--- config.mk ---
export PLATFORM = sky130hd
export DESIGN_NAME = regfile_wb_scheduler
export DESIGN_NICKNAME = d
export VERILOG_FILES = /design/src/rtl/core_pkg.sv /design/src/rtl/wb_port_arbiter.sv /design/src/rtl/regfile_wb_scheduler.sv
export SDC_FILE = /design/constraint.sdc
export NUM_CORES = 1
export LEC_CHECK = 0
export ABC_AREA = 1
export CAP_MARGIN = 30
export CORE_MARGIN = 1
export CORE_UTILIZATION = 45
export DETAILED_ROUTE_END_ITERATION = 6
export HOLD_SLACK_MARGIN = 0.06
export PLACE_DENSITY = 0.81
export SLEW_MARGIN = 20
export SYNTH_ARGS = -nofsm -noshare
export SYNTH_HDL_FRONTEND = slang
export SYNTH_SLANG_ARGS = --single-unit
--- constraint.sdc ---
create_clock -name clock -period 1.9 [get_ports clock]
set_input_delay 0.285 -clock clock [delete_from_list [all_inputs] [get_ports clock]]
set_output_delay 0.285 -clock clock [all_outputs]
set_load 0.01 [all_outputs]
--- src/rtl/core_pkg.sv ---
// Shared core definitions: register-file geometry and the writeback request
// bundle used by the execute and load units.
package core_pkg;

  localparam int XLEN = 32;
  localparam int NREG = 32;
  localparam int AW   = $clog2(NREG);
  localparam logic [AW-1:0] REG_X0 = '0;

  // Wide enough for any legal starvation limit (1..15).
  localparam int STARVE_W = 4;

  typedef struct packed {
    logic            valid;
    logic [AW-1:0]   rd;
    logic [XLEN-1:0] data;
  } wb_req_t;

endpackage

--- src/rtl/wb_port_arbiter.sv ---
// Fixed-priority arbiter for the register-file write port: the ALU (src0) wins
// unless the load unit (src1) has lost STARVE_MAX consecutive cycles.
module wb_port_arbiter
  import core_pkg::*;
#(
  parameter int STARVE_MAX = 4
) (
  input  logic clock,
  input  logic reset,
  input  logic s0_valid,
  input  logic s1_valid,
  output logic grant0,
  output logic grant1
);

  localparam logic [STARVE_W-1:0] STARVE_LIM = STARVE_W'(STARVE_MAX);

  logic [STARVE_W-1:0] starve_cnt_q, starve_cnt_d;
  logic                force1;

  // Grants look only at valids and the counter, never at downstream state.
  always_comb begin
    force1       = s1_valid && (starve_cnt_q == STARVE_LIM);
    grant1       = !reset && s1_valid && (force1 || !s0_valid);
    grant0       = !reset && s0_valid && !force1;
    starve_cnt_d = '0;
    if (s1_valid && !grant1) begin
      starve_cnt_d = (starve_cnt_q == STARVE_LIM) ? starve_cnt_q : starve_cnt_q + 1'b1;
    end
  end

  always_ff @(posedge clock) begin
    if (reset) begin
      starve_cnt_q <= '0;
    end else begin
      starve_cnt_q <= starve_cnt_d;
    end
  end

endmodule

--- src/rtl/regfile_wb_scheduler.sv ---
// Owns the register-file write port: arbitrates two writeback sources, registers
// the winning write, and keeps a busy-bit scoreboard that stalls decode on hazards.
module regfile_wb_scheduler
  import core_pkg::*;
#(
  parameter int STARVE_MAX = 4
) (
  input  logic            clock,
  input  logic            reset,
  input  logic            s0_valid,
  input  logic [AW-1:0]   s0_rd,
  input  logic [XLEN-1:0] s0_data,
  output logic            s0_ready,
  input  logic            s1_valid,
  input  logic [AW-1:0]   s1_rd,
  input  logic [XLEN-1:0] s1_data,
  output logic            s1_ready,
  input  logic            iss_valid,
  input  logic [AW-1:0]   iss_rd,
  input  logic [AW-1:0]   iss_rs1,
  input  logic [AW-1:0]   iss_rs2,
  input  logic            iss_use_rs1,
  input  logic            iss_use_rs2,
  output logic            hz_stall,
  output logic            wb_wen,
  output logic [AW-1:0]   wb_sel,
  output logic [XLEN-1:0] wb_data,
  output logic [NREG-1:0] busy
);

  // Handshake: a source transfers when valid && ready in the same cycle; once
  // valid is raised it holds valid, rd and data stable until ready is seen.

  wb_req_t         s0_req, s1_req, win_req;
  logic            grant0, grant1, granted, issue_fire;
  logic            wb_wen_q, wb_wen_d;
  logic [AW-1:0]   wb_sel_q, wb_sel_d;
  logic [XLEN-1:0] wb_data_q, wb_data_d;
  logic [NREG-1:0] busy_q, busy_d;

  wb_port_arbiter #(.STARVE_MAX(STARVE_MAX)) u_arb (
    .clock    (clock),
    .reset    (reset),
    .s0_valid (s0_valid),
    .s1_valid (s1_valid),
    .grant0   (grant0),
    .grant1   (grant1)
  );

  always_comb begin
    s0_req  = '{valid: s0_valid, rd: s0_rd, data: s0_data};
    s1_req  = '{valid: s1_valid, rd: s1_rd, data: s1_data};
    win_req = grant0 ? s0_req : s1_req;
    granted = (grant0 || grant1) && win_req.valid;

    hz_stall = !reset && iss_valid &&
               ((iss_use_rs1 && busy_q[iss_rs1]) ||
                (iss_use_rs2 && busy_q[iss_rs2]) ||
                busy_q[iss_rd]);
    issue_fire = iss_valid && !hz_stall && (iss_rd != REG_X0);

    // x0 writes are accepted but never reach the register file.
    wb_wen_d  = granted && (win_req.rd != REG_X0);
    wb_sel_d  = granted ? win_req.rd   : wb_sel_q;
    wb_data_d = granted ? win_req.data : wb_data_q;

    // Clear first so a same-cycle issue to the same register keeps it busy.
    busy_d = busy_q;
    if (wb_wen_q) begin
      busy_d[wb_sel_q] = 1'b0;
    end
    if (issue_fire) begin
      busy_d[iss_rd] = 1'b1;
    end
    busy_d[0] = 1'b0;
  end

  always_ff @(posedge clock) begin
    if (reset) begin
      wb_wen_q  <= 1'b0;
      wb_sel_q  <= '0;
      wb_data_q <= '0;
      busy_q    <= '0;
    end else begin
      wb_wen_q  <= wb_wen_d;
      wb_sel_q  <= wb_sel_d;
      wb_data_q <= wb_data_d;
      busy_q    <= busy_d;
    end
  end

  // Reset masks the registered write immediately so an in-flight write is dropped.
  assign s0_ready = grant0;
  assign s1_ready = grant1;
  assign wb_wen   = wb_wen_q && !reset;
  assign wb_sel   = reset ? '0 : wb_sel_q;
  assign wb_data  = reset ? '0 : wb_data_q;
  assign busy     = reset ? '0 : busy_q;

endmodule

==> out/qor.csv <==
stage,metric,value,unit
worst_setup_path,crit_family,simple AND/OR/NAND/NOR gates,
cells_and_area,utilization,76.2,%
global_route,gr-total-overflow,0,
worst_setup_path,endpoint_kind,output pin,
sta,final.min_clock_period,1990,ps
sta,finalCritPeriodShare,105,%
worst_hold_path,hold_path_class,primary input to register,
placement,place_hpwl,13.1,mm
clock_network,cts_root_buf,clkbuf_8,
synth,syn_nets,886,
die,design.portCount,169,
route,num_vias,6085,
power,powerDensity,571,nW/um2
route,drtAntennaViolNets,0,
worst_setup_path,rrSetupSlack,90,ps
worst_setup_path,critical_path_required,1620,ps
worst_setup_path,cp_common_cell,nand2_1,
global_route,grt_antenna_before_repair,0,
synth,synth_top_cell_by_area,dfxtp_1,
global_route,grt_pass1_vias,5555,
clock_network,clock_latency,360,ps
cells_and_area,fill_cells,794,
worst_setup_path,r2r-start,u_arb.starve_cnt_q[1],
worst_setup_path,worstSetupPathType,register to output pin,
power,p_leak,0.00371,uW
worst_setup_path,endpoint,hz_stall,
placement,gp_congestion,0.986,
global_route,grt_pass1_wl,26.6,mm
synth,synth_common_cells,"nand2_1, nor2_1, nand3_1",
die,start_util,46.8,%
run_status,failed_checks,setup timing,
worst_setup_path,reg2reg_depth,12,
cells_and_area,area_growth,62.9,%
route,drt_iter0_drc,583,
synth,synth_warnings,0,
cells_and_area,diodes,0,
placement,portBuffers,167,
worst_setup_path,r2r-end,wb_data_q[20],
global_route,groute.usage.overall,32.9,%
cells_and_area,drive_gt1_share,16.2,%
clock_network,clock_sinks,73,
synth,synth.most_common_cell,nand2_1,
sta,rsz0062_at_grt,yes,
synth,syn_area_per_cell,5.83,um2
route,via_per_inst,5.19,
cells_and_area,postLayoutCellArea,7480,um2
route,wl,17.4,mm
cells_and_area,multi_input_area,2660,um2
global_route,grt_max_degree,37,
worst_setup_path,cp_slowest_cell,dfxtp_1,
sta,slew_violations,0,
synth,ys_types,29,
sta,setup_violations,1,
cells_and_area,seqCellArea,1470,um2
synth,synth_edf_count,0,
synth,synth-seq-cells,73,
clock_network,htree_levels,3,
synth,synth_ff_type,dfxtp_1,
synth,synthArstFlopShare,0,%
die,die-area,10600,um2
sta,finalHoldViolCount,0,
worst_setup_path,critical_path_arrival,1700,ps
route,wl_per_cell,14.9,um
sta,clock.fmax,503,MHz
synth,ys_seq_area_share,31.8,%
route,drc,0,
worst_setup_path,startpoint_type,register,
sta,hold_ws,453,ps
synth,synth_top_area_share,31.8,%
clock_network,cts_buffer_depth,2,
worst_setup_path,path_depth,11,
worst_setup_path,cpPeakStageDelay,360,ps
clock_network,path_clk_slew,80,ps
clock_network,cts_hold_buf,0,
synth,syn-instance-count,788,
job,drv_cap,0,
synth,synthTopCellsByArea,"dfxtp_1, nand2_1, nand3_1, nor2_1, inv_1",
clock_network,numCtsBuffers,9,
die,dieHeight,103,um
die,die_w,103,um
cells_and_area,nets,1132,
worst_setup_path,path_max_fanout,3,
power,ir_drop,0.471,mV
sta,worst_slack,-86.2,ps
route,drt_first_pass_iters,5,
placement,placed_cell_area,7030,um2
worst_setup_path,crit_start,busy_q[19],
die,core-area,9820,um2
synth,syn-cell-area,4590,um2
worst_setup_path,worstPathCellList,inv_2 -> nor2_1 -> a21oi_1 -> nand2_1 -> nand2_1 -> nand4_1 -> nor2_2 -> nand3_2 -> nand2_2 -> inv_1 -> buf_2,
placement,dp_slack,-732,ps
worst_setup_path,path_buf_inv,3,
sta,clock_skew,6.89,ps
sta,fin_setup_tns,-86.2,ps
clock_network,cts_tree,done,
run_status,status,"finished, violations left",
die,row_count,36,
## state kept, by name, indices dropped and copies added, names as in the netlist
signal              cells
wb_data_q              32
busy_q                 31
wb_sel_q                5
u_arb.starve_cnt_q      4
wb_wen_q                1
## cells in the final DEF (no fill, tap or decap), drive strengths merged, types with 4 or more instances in the layout
| master | count |
|---|---|
| nand2 | 201 |
| nor2 | 140 |
| clkdlybuf4s50 | 121 |
| nand3 | 113 |
| buf | 108 |
| inv | 104 |
| dfxtp | 73 |
| o21ai | 66 |
| dlygate4sd2 | 30 |
| a21oi | 19 |
| clkbuf | 13 |
| dlymetal6s2s | 10 |
| nor3 | 7 |
| a2bb2oi | 7 |
| mux2i | 4 |
## power breakdown
part	switching, uW	leakage [uW]	internal, uW
Clock	600	0.000120	906
Combinational	546	0.00299	546
Sequential	42.8	0.000604	1630
## metal layers
metal,track usage [%],part of all wire (%)
met5,0,0
met4,11.7,2.6
met3,8.41,11
met2,55.9,48
met1,40.1,39
## metrics by stage
step	instances	power [uW]
2_1_floorplan	788	2170
3_3_place_gp	1149	2720
3_5_place_dp	1149	2730
4_1_cts	1168	4230
5_1_grt	1172	4440
6_report	1172	4270
## area by class of cell
cell class	instances	area share [%]
flip-flops and latches	73	19.6
clock inverters	5	1.37
clock buffers	11	1.89
well taps	133	2.22
inverters	105	5.30
repair buffers	272	34.0
multi-input cells	573	35.6
## cells by family (layout without fill, tap and decap cells)
group | after synthesis | count (layout) | share of synthesized area, %
AOI/OAI and AO/OA | 100 | 100 | 12.0
xor gates and xnor gates | 1 | 1 | 0.191
adders and majority gates | 2 | 2 | 0.545
buffers and inverters | 142 | 393 | 12.6
DFF | 73 | 73 | 31.8
muxes | 4 | 4 | 0.872
other | 1 | 1 | 0.0816
and+or+nand+nor | 465 | 465 | 41.8
## worst min-delay path, stage by stage
cell	delay, ps
buf_2	210
nor2_1	170
nand2_1	60
o31ai_1	50
## worst min-delay path by stage
stage / startpoint / to / cells past startpoint
2_1_floorplan: s0_data[18] / wb_data_q[18] / 2
5_1_grt: reset / wb_data_q[28] / 4
3_5_place_dp: wb_data_q[9] / wb_data_q[9] / 4
6_report: reset / wb_data_q[9] / 4
3_3_place_gp: wb_data_q[6] / wb_data_q[6] / 4
4_1_cts: reset / wb_data_q[9] / 4
## repair_timing
item / CTS / global route
pin swaps: 6 / 4
endpoints found under the setup margin: 89 / 78
setup buffers: 3 / 3
resized for setup: 74 / 39
cloned: 0 / 1
Note: power is estimated with default switching activity, not from simulation.
==> patch 1: new RTL, config.mk and constraints unchanged <==
`STARVE_W`: 4 -> 6.
--- a/src/rtl/core_pkg.sv
+++ b/src/rtl/core_pkg.sv
@@ -8,7 +8,7 @@
   localparam logic [AW-1:0] REG_X0 = '0;
 
   // Wide enough for any legal starvation limit (1..15).
-  localparam int STARVE_W = 4;
+  localparam int STARVE_W = 6;
 
   typedef struct packed {
     logic            valid;
Check against the original RTL: same outputs for any inputs over 4 cycles, from zero or initial values and one cycle with reset high; that may be too few to reach the edited logic, so the function may still have changed.
==> patch 1 against the unedited design <==
The run still ends with negative setup slack left; total power shrank 6.9%; via count grew 2.0%; die area grew 2.7%; fmax grew 1.3%; cell area grew 0.84%; routed wire length grew 6.0%; cell count grew 1.8%; sequential cell count grew 2; area after synthesis grew 2.8%; worst setup slack gained 0.026 ns; largest cell class unchanged; highest routed layer unchanged.
==> patch 1: results (changes against the unedited design) <==
[sta]
setup_viol=1  ; unchanged
hold_ws_ns=0.482  ; +0.0293 ns
clock_skew_ns=0.0121  ; +0.00521 ns
fin_ws_ns=-0.0601  ; +0.0261 ns

[worst_setup_path]
r2r-start=busy_q[17]
arrival_ns=1.68  ; -0.02 ns

[status]
violations=negative setup slack
status=finished, violations left

[detailed_routing]
wl_met3_um=1710  ; -9.0%
routed-wl-met2_um=9100  ; +9.4%
vias_per_cell=5.20  ; +0.21%
num_vias=6207  ; +2.0%
drtIter0Drc=427  ; -27%

[cells_and_area]
final_nets=1150  ; +1.6%
largestRegisters=wb_data_q: 32 flops, busy_q: 31 flops, u_arb.starve_cnt_q: 6 flops

[hold_path]
holdPathStages=3  ; -1
min_to=wb_data_q[7]

[placement]
dpl-instance-area_sq_um=7160  ; +1.9%

[grt]
grt_pass1_vias=5785  ; +4.1%
gr-usage-met3=0.0827  ; -0.00136
grtUsageMet1=0.374  ; -0.0268
grt_use_total=0.328  ; -0.000579

[power]
p_leak_nw=3.84  ; +3.3%
ir_worst_vdd_v=0.000406  ; -14%

[yosys]
avgSynthCellArea_sq_um=5.87  ; +0.63%
syn_nets=903  ; +1.9%
yosysSeqAreaShare=0.318  ; about the same

[patch 1: final cells by class]
type / count / area, sq um
multi-input cells: 582 / 2650
repair buffers: 274 / 2620
well taps: 136 / 170
clock inverters: 6 / 41.3
clock buffers: 10 / 128
fillers: 841 / 2690
inverters: 110 / 423
flip-flops and latches: 75 / 1510
[patch 1: cells by family after synthesis]
| logic type | synth area share |
|---|---|
| DFF | 0.318 |
| AOI/OAI and AO/OA | 0.126 |
| adders and majority gates | 0.00530 |
| xor gates and xnor gates | 0.00371 |
| buffers and inverters | 0.132 |
| other | 0.000794 |
| and+or+nand+nor | 0.414 |
[patch 1: where the power goes]
part	switching (W)	internal, W
clock	0.000651	0.000475
sequential	0.0000428	0.00168
combinational	0.000577	0.000555
total	0.00127	0.00271
[patch 1: critical path: stages (launching register included)]
cell and delay, ns:
dfxtp_2 0.34, buf_4 0.12, nand2_1 0.04, o21ai_1 0.06
nand2_1 0.06, nand2_1 0.05, nand2_1 0.05, nand4_1 0.11
nor2_1 0.12, nand3_1 0.11, nand2_2 0.10, inv_2 0.04
buf_6 0.11
[patch 1: worst max path at each step]
stage          cells after the start       start       end
2_1_floorplan                     13  iss_rs2[0]  hz_stall
3_3_place_gp                      13   iss_rd[0]  hz_stall
3_5_place_dp                      13   iss_rd[0]  hz_stall
4_1_cts                           12  busy_q[17]  hz_stall
5_1_grt                           14   busy_q[5]  hz_stall
6_report                          12  busy_q[17]  hz_stall
[patch 1: timing repair]
action,CTS,global route
gates resized for setup,70,40
setup endpoints to repair,57,92
gates cloned,1,2
pin swaps,10,5
setup buffers,2,2
endpoints found under the hold margin,0,0
==> patch 2: new RTL, same flow settings <==
Without the edit above. Make the reset (`reset`) asynchronous in 2 clocked blocks.
--- a/src/rtl/wb_port_arbiter.sv
+++ b/src/rtl/wb_port_arbiter.sv
@@ -29,7 +29,7 @@
     end
   end
 
-  always_ff @(posedge clock) begin
+  always_ff @(posedge clock or posedge reset) begin
     if (reset) begin
       starve_cnt_q <= '0;
     end else begin
--- a/src/rtl/regfile_wb_scheduler.sv
+++ b/src/rtl/regfile_wb_scheduler.sv
@@ -75,7 +75,7 @@
     busy_d[0] = 1'b0;
   end
 
-  always_ff @(posedge clock) begin
+  always_ff @(posedge clock or posedge reset) begin
     if (reset) begin
       wb_wen_q  <= 1'b0;
       wb_sel_q  <= '0;
Check against the original RTL: same outputs for any inputs over 4 cycles, from zero or initial values and one cycle with reset high; that may be too few to reach the edited logic, so the function may still have changed.
==> patch 2 against the unedited design <==
The flow still finishes with violations (negative setup slack); cell area rose by 5.9%; via count rose by 2.9%; area after synthesis up 6.1%; routed wire length grew 13%; worst setup slack got worse by 0.16 ns; sequential cell count did not move; clock skew up 0.0047 ns; register-to-register slack got worse by 0.22 ns; critical path depth rose by 1; critical path type unchanged; critical endpoint unchanged; highest routed layer unchanged.
Power is not compared: it rests on default switching activity, and its combinational part moved more than twofold at a synthesized area within 25%.
==> patch 2: results (changes against the unedited design) <==
[cells_and_area]
instances_no_fill=1158  ; -1.2%
drive_gt1_frac=0.182  ; +0.0203
final_nets=1115  ; -1.5%

[grt]
grt_pass1_vias=5754  ; +3.6%
use_met2=0.545  ; -0.0142
gr-usage-met3=0.0693  ; -0.0148

[status]
violations=negative setup slack
status=finished, violations left

[sta]
setup_viol=34  ; +33
fin_ws_ns=-0.246  ; -0.160 ns
finalSetupTns_ns=-1.87  ; -1.78 ns

[yosys]
synth_flop_cell=dfrtp_1
yosysSeqAreaShare=0.375  ; +0.0566
synthArstFlopShare=1.00  ; +1.00
syn_nets=858  ; -3.2%

[detailed_routing]
routed-wl-met2_um=9280  ; +12%
met1_length_um=7740  ; +14%
drtIter0Drc=722  ; +24%
drt_wl_total_um=19700  ; +13%
num_vias=6263  ; +2.9%

[placement]
gp_congestion=0.985  ; about the same
dpl-instance-area_sq_um=7320  ; +4.2%

[worst_setup_path]
arrival_ns=1.86  ; +0.16 ns
crit_path_top_delay_cell=dfrtp_1
regToRegSetupSlack_ns=-0.13  ; -0.22 ns

[hold_path]
hold_class=primary input to asynchronous set/reset pin

[power]
p_total_w=0.00734

## patch 2: repair_timing
item | CTS | global route
gates cloned | 0 | 1
setup endpoints to repair | 83 | 95
setup buffers | 10 | 9
gates resized for setup | 57 | 48
endpoints found under the hold margin | 0 | 0
pin swaps | 7 | 10
## patch 2: cells by family (layout without fill, tap and decap cells)
logic type,Yosys count,in the layout,synth area share
muxes,5,5,0.0103
adders and majority gates,2,2,0.00513
AOI/OAI and AO/OA,115,115,0.128
and+or+nand+nor,416,416,0.352
buffers and inverters,146,408,0.125
DFF,73,73,0.375
xor gates and xnor gates,2,2,0.00359
other,1,1,0.000769
## patch 2: final cells by class
| cell class | instances | area, sq um | area share |
|---|---|---|---|
| clock buffers | 11 | 141 | 0.0179 |
| clock inverters | 5 | 78.8 | 0.00995 |
| inverters | 106 | 409 | 0.0517 |
| multi-input cells | 541 | 2570 | 0.325 |
| flip-flops and latches | 73 | 1840 | 0.233 |
| well taps | 136 | 170 | 0.0215 |
| repair buffers | 286 | 2710 | 0.342 |
